<file path="config.mk">
export PLATFORM = sky130hd
export DESIGN_NAME = product_accumulator
export DESIGN_NICKNAME = d
export VERILOG_FILES = /design/src/rtl/product_acc_pkg.sv /design/src/rtl/valid_delay_line.sv /design/src/rtl/product_accumulator.sv
export SDC_FILE = /design/constraint.sdc
export NUM_CORES = 1
export LEC_CHECK = 0
export BUFFER_PORTS_ARGS = -buffer_cell sky130_fd_sc_hd__buf_2
export CORE_MARGIN = 5
export CORE_UTILIZATION = 30
export DETAILED_ROUTE_END_ITERATION = 8
export SLEW_MARGIN = 20
export SYNTH_ARGS = -nofsm -noshare
export SYNTH_HDL_FRONTEND = slang
export SYNTH_SLANG_ARGS = --single-unit
</file>
<file path="constraint.sdc">
create_clock -name clk -period 6.2 [get_ports clk]
set_input_delay 0 -clock clk [delete_from_list [all_inputs] [get_ports clk]]
set_output_delay 0 -clock clk [all_outputs]
set_load 0.005 [all_outputs]
</file>
<file path="src/rtl/product_acc_pkg.sv">
// Shared constants for the product accumulator: default widths, term-count width, legality checks.
// Latency: n/a (package, no logic).
// Backpressure: n/a.
package product_acc_pkg;

  // Width of term counters and of out_terms; covers MAX_TERMS up to 15.
  localparam int CNT_W            = 4;

  localparam int DEF_P_W          = 32;
  localparam int DEF_MULT_LATENCY = 3;
  localparam int DEF_ACC_W        = 40;
  localparam int DEF_SHIFT        = 8;
  localparam int DEF_OUT_W        = 8;
  localparam int DEF_MAX_TERMS    = 9;

  localparam int MIN_TERMS_LIMIT  = 2;
  localparam int MAX_TERMS_LIMIT  = 15;

  function automatic bit terms_legal(input int n);
    return (n >= MIN_TERMS_LIMIT) && (n <= MAX_TERMS_LIMIT);
  endfunction

  function automatic bit shift_legal(input int s, input int acc_w);
    return (s >= 0) && (s < acc_w);
  endfunction

  localparam bit DEF_TERMS_OK = terms_legal(DEF_MAX_TERMS);
  localparam bit DEF_SHIFT_OK = shift_legal(DEF_SHIFT, DEF_ACC_W);

endpackage

</file>
<file path="src/rtl/valid_delay_line.sv">
// ce-gated DEPTH x WIDTH shift register with async active-low clear.
// Latency: DEPTH ce-enabled cycles from i_d to o_q.
// Backpressure: none; holds all stages while ce=0.
// Ports: clk, rst_n (async clear), ce (advance), i_d (stage-0 input), o_q (last stage).
module valid_delay_line #(
  parameter int DEPTH = 3,
  parameter int WIDTH = 2
) (
  input  logic             clk,
  input  logic             rst_n,
  input  logic             ce,
  input  logic [WIDTH-1:0] i_d,
  output logic [WIDTH-1:0] o_q
);

  logic [WIDTH-1:0] r_stage [DEPTH];

  always_ff @(posedge clk or negedge rst_n) begin
    if (!rst_n) begin
      for (int i = 0; i < DEPTH; i++) r_stage[i] <= '0;
    end else if (ce) begin
      r_stage[0] <= i_d;
      for (int i = 1; i < DEPTH; i++) r_stage[i] <= r_stage[i-1];
    end
  end

  assign o_q = r_stage[DEPTH-1];

endmodule

</file>
<file path="src/rtl/product_accumulator.sv">
// Sums a group of multiplier products into one scaled, saturated feature value.
// Latency: input cycle T -> out_valid in cycle T+MULT_LATENCY+1 (ce=1 throughout).
// Backpressure: none; every out_valid pulse must be consumed.
// Ports: clk, rst_n (async active-low), ce, in_valid, in_last, p (product),
//        out_valid (1-clk pulse), out_data, out_terms, err_overrun (sticky).
// Option: define PRODUCT_ACC_ROUND_EN for round-half-up before the shift.
module product_accumulator
  import product_acc_pkg::*;
#(
  parameter int P_W          = DEF_P_W,
  parameter int MULT_LATENCY = DEF_MULT_LATENCY,
  parameter int ACC_W        = DEF_ACC_W,
  parameter int SHIFT        = DEF_SHIFT,
  parameter int OUT_W        = DEF_OUT_W,
  parameter int MAX_TERMS    = DEF_MAX_TERMS
) (
  input  logic             clk,
  input  logic             rst_n,
  input  logic             ce,
  input  logic             in_valid,
  input  logic             in_last,
  input  logic [P_W-1:0]   p,
  output logic             out_valid,
  output logic [OUT_W-1:0] out_data,
  output logic [CNT_W-1:0] out_terms,
  output logic             err_overrun
);

  localparam logic [CNT_W-1:0] LP_MAX_CNT = CNT_W'(MAX_TERMS);

  // {valid,last} travel alongside the multiplier so they line up with p.
  logic [1:0] w_dl_in;
  logic [1:0] w_dl_out;
  logic       w_al_vld;
  logic       w_al_last;

  assign w_dl_in = {in_valid, in_valid & in_last};

  valid_delay_line #(
    .DEPTH(MULT_LATENCY),
    .WIDTH(2)
  ) u_valid_delay_line (
    .clk  (clk),
    .rst_n(rst_n),
    .ce   (ce),
    .i_d  (w_dl_in),
    .o_q  (w_dl_out)
  );

  assign w_al_vld  = w_dl_out[1];
  assign w_al_last = w_dl_out[0];

  logic [ACC_W-1:0] r_acc;
  logic [CNT_W-1:0] r_term_cnt;
  logic             r_out_valid;
  logic [OUT_W-1:0] r_out_data;
  logic [CNT_W-1:0] r_out_terms;
  logic             r_err;

  logic [ACC_W-1:0] w_base;
  logic [ACC_W:0]   w_sum;
  logic [ACC_W-1:0] w_acc_next;
  logic [CNT_W-1:0] w_cnt_next;
  logic             w_take;
  logic             w_full;
  logic             w_close;
  logic [ACC_W-1:0] w_rnd;
  logic [ACC_W-1:0] w_res;
  logic [OUT_W-1:0] w_out;

  // First term of a group starts from zero regardless of stale acc contents.
  assign w_base     = (r_term_cnt == '0) ? '0 : r_acc;
  assign w_sum      = {1'b0, w_base} + {{(ACC_W+1-P_W){1'b0}}, p};
  // A carry pins the sum at all ones; further carries keep it there.
  assign w_acc_next = w_sum[ACC_W] ? '1 : w_sum[ACC_W-1:0];
  assign w_cnt_next = r_term_cnt + CNT_W'(1);

  assign w_take  = ce & w_al_vld;
  assign w_full  = (w_cnt_next == LP_MAX_CNT);
  assign w_close = w_take & (w_al_last | w_full);

`ifdef PRODUCT_ACC_ROUND_EN
  localparam int             LP_HALF_POS = (SHIFT > 0) ? SHIFT - 1 : 0;
  localparam logic [ACC_W:0] LP_ONE      = {{ACC_W{1'b0}}, 1'b1};
  localparam logic [ACC_W:0] LP_HALF     = (SHIFT > 0) ? (LP_ONE << LP_HALF_POS) : '0;

  logic [ACC_W:0] w_rnd_sum;
  assign w_rnd_sum = {1'b0, w_acc_next} + LP_HALF;
  assign w_rnd     = w_rnd_sum[ACC_W] ? '1 : w_rnd_sum[ACC_W-1:0];
`else
  assign w_rnd = w_acc_next;
`endif

  assign w_res = w_rnd >> SHIFT;
  assign w_out = (|w_res[ACC_W-1:OUT_W]) ? '1 : w_res[OUT_W-1:0];

  always_ff @(posedge clk or negedge rst_n) begin
    if (!rst_n) begin
      r_acc       <= '0;
      r_term_cnt  <= '0;
      r_out_valid <= 1'b0;
      r_out_data  <= '0;
      r_out_terms <= '0;
      r_err       <= 1'b0;
    end else begin
      r_out_valid <= w_close;
      if (w_take) begin
        if (w_close) begin
          r_acc       <= '0;
          r_term_cnt  <= '0;
          r_out_data  <= w_out;
          r_out_terms <= w_cnt_next;
          // Hitting the term limit without last is an implicit close.
          if (!w_al_last) r_err <= 1'b1;
        end else begin
          r_acc      <= w_acc_next;
          r_term_cnt <= w_cnt_next;
        end
      end
    end
  end

  assign out_valid   = r_out_valid;
  assign out_data    = r_out_data;
  assign out_terms   = r_out_terms;
  assign err_overrun = r_err;

endmodule

</file>
* Word-level counts from Yosys, hierarchy flattened
Index checks and enable logic that the tools add are counted.
** Word-level totals
- Bits in registers :: 64
- Logic and storage cells :: 26
- Memories :: 0
- Output and inout bits :: 14
- Bits in read-only memories :: 0
- RAM bits :: 0
- Bits in latches :: 0
** Cells by class
- Muxes and demuxes :: 5
- Shift operators :: 0
- Div/mod/pow operators :: 0
- Equality and inequality tests :: 1
- $add $sub $neg :: 2
- $lt $le $gt $ge :: 0
- Bitwise gates (word level) :: 5
- Reduce and logical (&&, ||, !) cells :: 4
- Multipliers :: 0
** Operators by type and width (number)
- 40-bit 2-to-1 mux :: 3
- 40-bit by 32-bit adder with 41-bit output :: 1
- 24-bit OR reduction :: 1
- 8-bit 2-to-1 mux :: 1
- 4-bit by 1-bit adder with 4-bit output (second input constant) :: 1
- 4-bit == test (second input constant) :: 1
- 4-bit zero test :: 1
- 4-bit 2-to-1 mux :: 1
- 1-bit bitwise AND :: 3
- 3-bit AND reduction :: 1
- 2-bit AND reduction :: 1
- 1-bit inverter :: 1
- 1-bit OR :: 1

* Logic depth before layout (Yosys ltp)
- Depth in word-level cells :: 6
- Depth in mapped cells :: 19

* Cells and area by module
Synthesis repeated with hierarchy kept, for this count alone.
** Second synthesis, totals
- Cells, all modules :: 614
- Area, all modules :: 5124.9 sq um
** By module, submodules not included
- product_accumulator :: cells an instance 599, area an instance 4858.4 sq um, sequential area each 1451.4 sq um, instances 1
- valid_delay_line :: cells an instance 15, area an instance 266.5 sq um, sequential area each 150.1 sq um, instances 1

* Least setup slack after synthesis
OpenSTA, ideal clock, no wires.
- Path type :: reg-to-reg
- Start :: reg r_term_cnt[0]
- End :: reg r_out_data[0], in the netlist out_data[0]
- Setup slack :: 1.911 ns
- Data arrival time :: 4.133 ns
- Library setup time :: 0.156 ns
- Clock period less this slack :: 4.289 ns
- Cell stages (with the launch flop) :: 18
- Path buffers :: 2
- Path through :: dfrtp_1 -> inv_1 -> ha_1 -> or3b_1 -> buf_6 -> clkbuf_1 -> and2_1 -> ha_1 -> fa_1 -> nand3_1 -> a21o_1 -> a211oi_2 -> o211a_4 -> or3_2 -> a221oi_2 -> nand4b_1 -> nor4_4 -> a31oi_1
** RTL lines
- from (decl) :: RTL line product_accumulator.sv:54 : logic [CNT_W-1:0] r_term_cnt;
- from (signal assigned) :: RTL line product_accumulator.sv:117 : r_term_cnt <= w_cnt_next;
- 4-bit by 1-bit adder with 4-bit output :: RTL line product_accumulator.sv:76 : assign w_cnt_next = r_term_cnt + CNT_W'(1);
- net w_cnt_next[0] :: RTL line product_accumulator.sv:63 : logic [CNT_W-1:0] w_cnt_next;
- 4-bit == test :: RTL line product_accumulator.sv:79 : assign w_full = (w_cnt_next == LP_MAX_CNT);
- 1-bit OR :: RTL line product_accumulator.sv:80 : assign w_close = w_take & (w_al_last | w_full);
- 1-bit bitwise AND :: RTL line product_accumulator.sv:80
- 2-bit AND reduction (no line)
- to (signal assigned) :: RTL line product_accumulator.sv:111 : r_out_data <= w_out;
- to (decl) :: RTL line product_accumulator.sv:56 : logic [OUT_W-1:0] r_out_data;
The timed path passes the listed nets, and every way through them passes these cells.
A chain may end at the register's enable or synchronous reset.

* Worst setup path after layout
- Start :: reg r_term_cnt[0]
- End :: reg r_out_data[5], in the netlist out_data[5]
The elaborated chain is that of the path after synthesis.

==> summary.txt <==
Met2 Use GR = 0.253
Number of port buffers = 50
Hold Path Origin = ce
R2r startpoint = r_term_cnt[0]
Ys async rst share = 1.00
Max-cap violations = 0
FF-to-FF path depth = 15
FF/Latch Area = 1600 µm²
Leak = 0.00267 µW
Post-synth EDFFs = 0
Final setup viols = 0
Met3 Use GR = 0.0364
Clock sinks = 64
Syn Nets = 749
Initial antenna violation count = 0
Sequential share of the synthesized area = 0.295
Die height = 144 µm
WP data arrival = 5300 ps
Final Cycle Share = 0.826
Setup crit start kind = register
Post-CTS Setup Inserts = 0
Fmax = 195 MHz
PD cells = 514 nW/µm²
Hold Path Depth = 2
Final Hold Viols = 0
Synthesis-stage register bit count = 64
R2R Setup Slk = 1080 ps
Synth warn = 0
Drt drc = 0
Most used routing layer = met2
Worst-Margin Slew = 1060 ps
Placed Cells = 929
Fin cells = 950
Die area = 20,900 µm²
Clock Pin Slew Worst Setup and Hold Paths = 60 ps
Layout area overhead = 13.7%
Share of cells above drive strength 1 = 0.153
Wirelength per Cell = 17.2 µm
Worst Path Max Fanout = 24
Final critical-path required period = 5120 ps
Hold worst-path end = u_valid_delay_line.r_stage[2]
H-tree depth = 3
WL final = 16,300 µm
DRT Pass-1 Iters = 5
HP Class = primary input to register
I/O pin cnt = 51
RSZ-0062 raised after global routing = no
Core outline area = 17,900 µm²
Maximum VDD drop = 0.191 mV
Half-perimeter wire length after placement = 11,800 µm
Ys flop type = dfrtp_1
Post-Syn Area = 5430 µm²
Initial Utilization = 0.303
Total GRT Usage = 0.161
Global placement routability congestion = 0.905
Post-Syn Area per Cell = 8.02 µm²
Ant. Diodes = 0
Grt total ovfl = 0
Fillcell total = 1,920
TritonCTS clock tree = built
Crit path capture type = register
CTS root buf = clkbuf_16
CTS buffer count = 9
CP Class = register to register
Worst skew pair latency = 350 ps
Outcome = finished clean
Via/cell ratio = 5.41
Largest net degree at the start of global routing = 65
Gate Count Post-Synth = 677
Max-slew violations = 0
# rows = 49
Critical Path RT = 6380 ps
Unique masters post-synth = 81
Final ANT Viol Nets = 0
Vias in the first global route = 4,887
Drt initial violations = 416
Post-layout nets = 788
Die W = 144 µm
Vias = 5,140
Fin util = 0.345
GR Util met1 = 0.225
R2r endpoint = out_data[5]
Setup TNS = 0 ps
Longest Clk Path Bufs = 2
Multi-input logic area = 3600 µm²
Global-route wire length before repair = 26,300 µm
Clock skew = 10.9 ps
Max-slew headroom = 0.273
==> cell usage in the layout (no fill, tap or decap), types with 15 or more instances in the layout <==
cell,count
buf_2,50
a21oi_1,48
nor3_1,17
dfrtp_1,64
and2_1,37
nand2_1,99
ha_1,34
nor2_1,52
inv_1,15
o21ai_0,76
==> repair_timing <==
item,CTS,global route
hold buffers,5,0
hold endpoints to repair,66,0
gates resized for setup,0,0
==> stage by stage <==
stage / setup WS [ps] / hold WS [ps] / instance area, µm² / power [µW]
6_report: 1080 / 45.7 / 6170 / 3170
3_3_place_gp: 1280 / 237 / 5840 / 2640
4_1_cts: 1180 / 35.7 / 6170 / 3170
3_5_place_dp: 1180 / 243 / 5840 / 2650
2_1_floorplan: 1910 / -296 / 5430 / 2180
5_1_grt: 730 / 63.1 / 6170 / 3450
==> power breakdown <==
group / internal, µW / switching (µW) / total, µW
clock network: 282 / 208 / 490
logic: 765 / 1260 / 2030
registers: 560 / 95.0 / 655
total: 1610 / 1560 / 3170
==> worst max-delay path by stage <==
| stage | start | to | slack (ps) |
|---|---|---|---|
| after floorplan | r_term_cnt[0] | out_data[0] | 1910 |
| after global placement | r_term_cnt[0] | out_data[2] | 1280 |
| after detailed placement | r_term_cnt[0] | out_data[5] | 1180 |
| after CTS | r_term_cnt[0] | out_data[5] | 1180 |
| after global routing | r_term_cnt[0] | out_data[5] | 730 |
| final | r_term_cnt[0] | out_data[5] | 1080 |
==> logic make-up after synthesis <==
logic type / share of synthesized area
xor gates and xnor gates: 0.0387
DFF: 0.295
and+or+nand+nor: 0.241
buffers and inverters: 0.0427
muxes: 0.0196
AOI/OAI and AO/OA: 0.281
adders and majority gates: 0.0821
==> worst max-delay path: stages, from the launching register on <==
cell and delay, ps:
dfrtp_1 450, inv_1 90, ha_1 210, or3b_1 670, buf_4 350, and2_1 190, ha_1 370, a21oi_1 350
nand2b_1 90, o21ai_1 150, nand3_2 180, o21a_4 260, o211ai_2 320, o211ai_1 170, a2111oi_2 890, a31oi_1 190
==> routing by layer <==
layer	wire length, µm	vias up	share of wire
met4	257	0	0.016
met1	7840	2430	0.48
li1	-	2541	-
met3	960	19	0.059
met2	7240	150	0.44
met5	0	-	0
==> Yosys cell counts, types with 7 or more instances <==
master    count  area [µm²]
a21oi_1      48         240
nand2_1     100         375
nand3_1      13        65.1
buf_2         7        35.0
a31oi_1      13        81.3
xnor2_1      11        96.3
dfrtp_1      64        1600
inv_1        15        56.3
o21ai_0      76         380
xor2_1       13         114
o211ai_1      8        60.1
nor2_1       53         199
a21o_1       12        90.1
and2_1       37         231
ha_1         34         425
nand4_1      11        68.8
nor3_1       17        85.1
clkbuf_1     17        63.8
a211oi_1     10        75.1
o21ai_1       8        40.0
==> area by class of cell <==
| class | instances | share of cell area |
|---|---|---|
| clock buffer | 10 | 0.0387 |
| clock inverter | 6 | 0.00730 |
| inverter | 15 | 0.00913 |
| multi-input combinational | 566 | 0.584 |
| sequential | 64 | 0.260 |
| tap | 229 | 0.0464 |
| timing repair buffer | 60 | 0.0548 |
==> sequential cells by signal (all words and copies together) (netlist names) <==
register                    flops
u_valid_delay_line.r_stage      4
r_acc                          40
r_term_cnt                      4
out_terms                       4
out_data                        8
u_valid_delay_line.o_q          2
err_overrun                     1
out_valid                       1
Note: power is estimated with default switching activity, not from simulation.
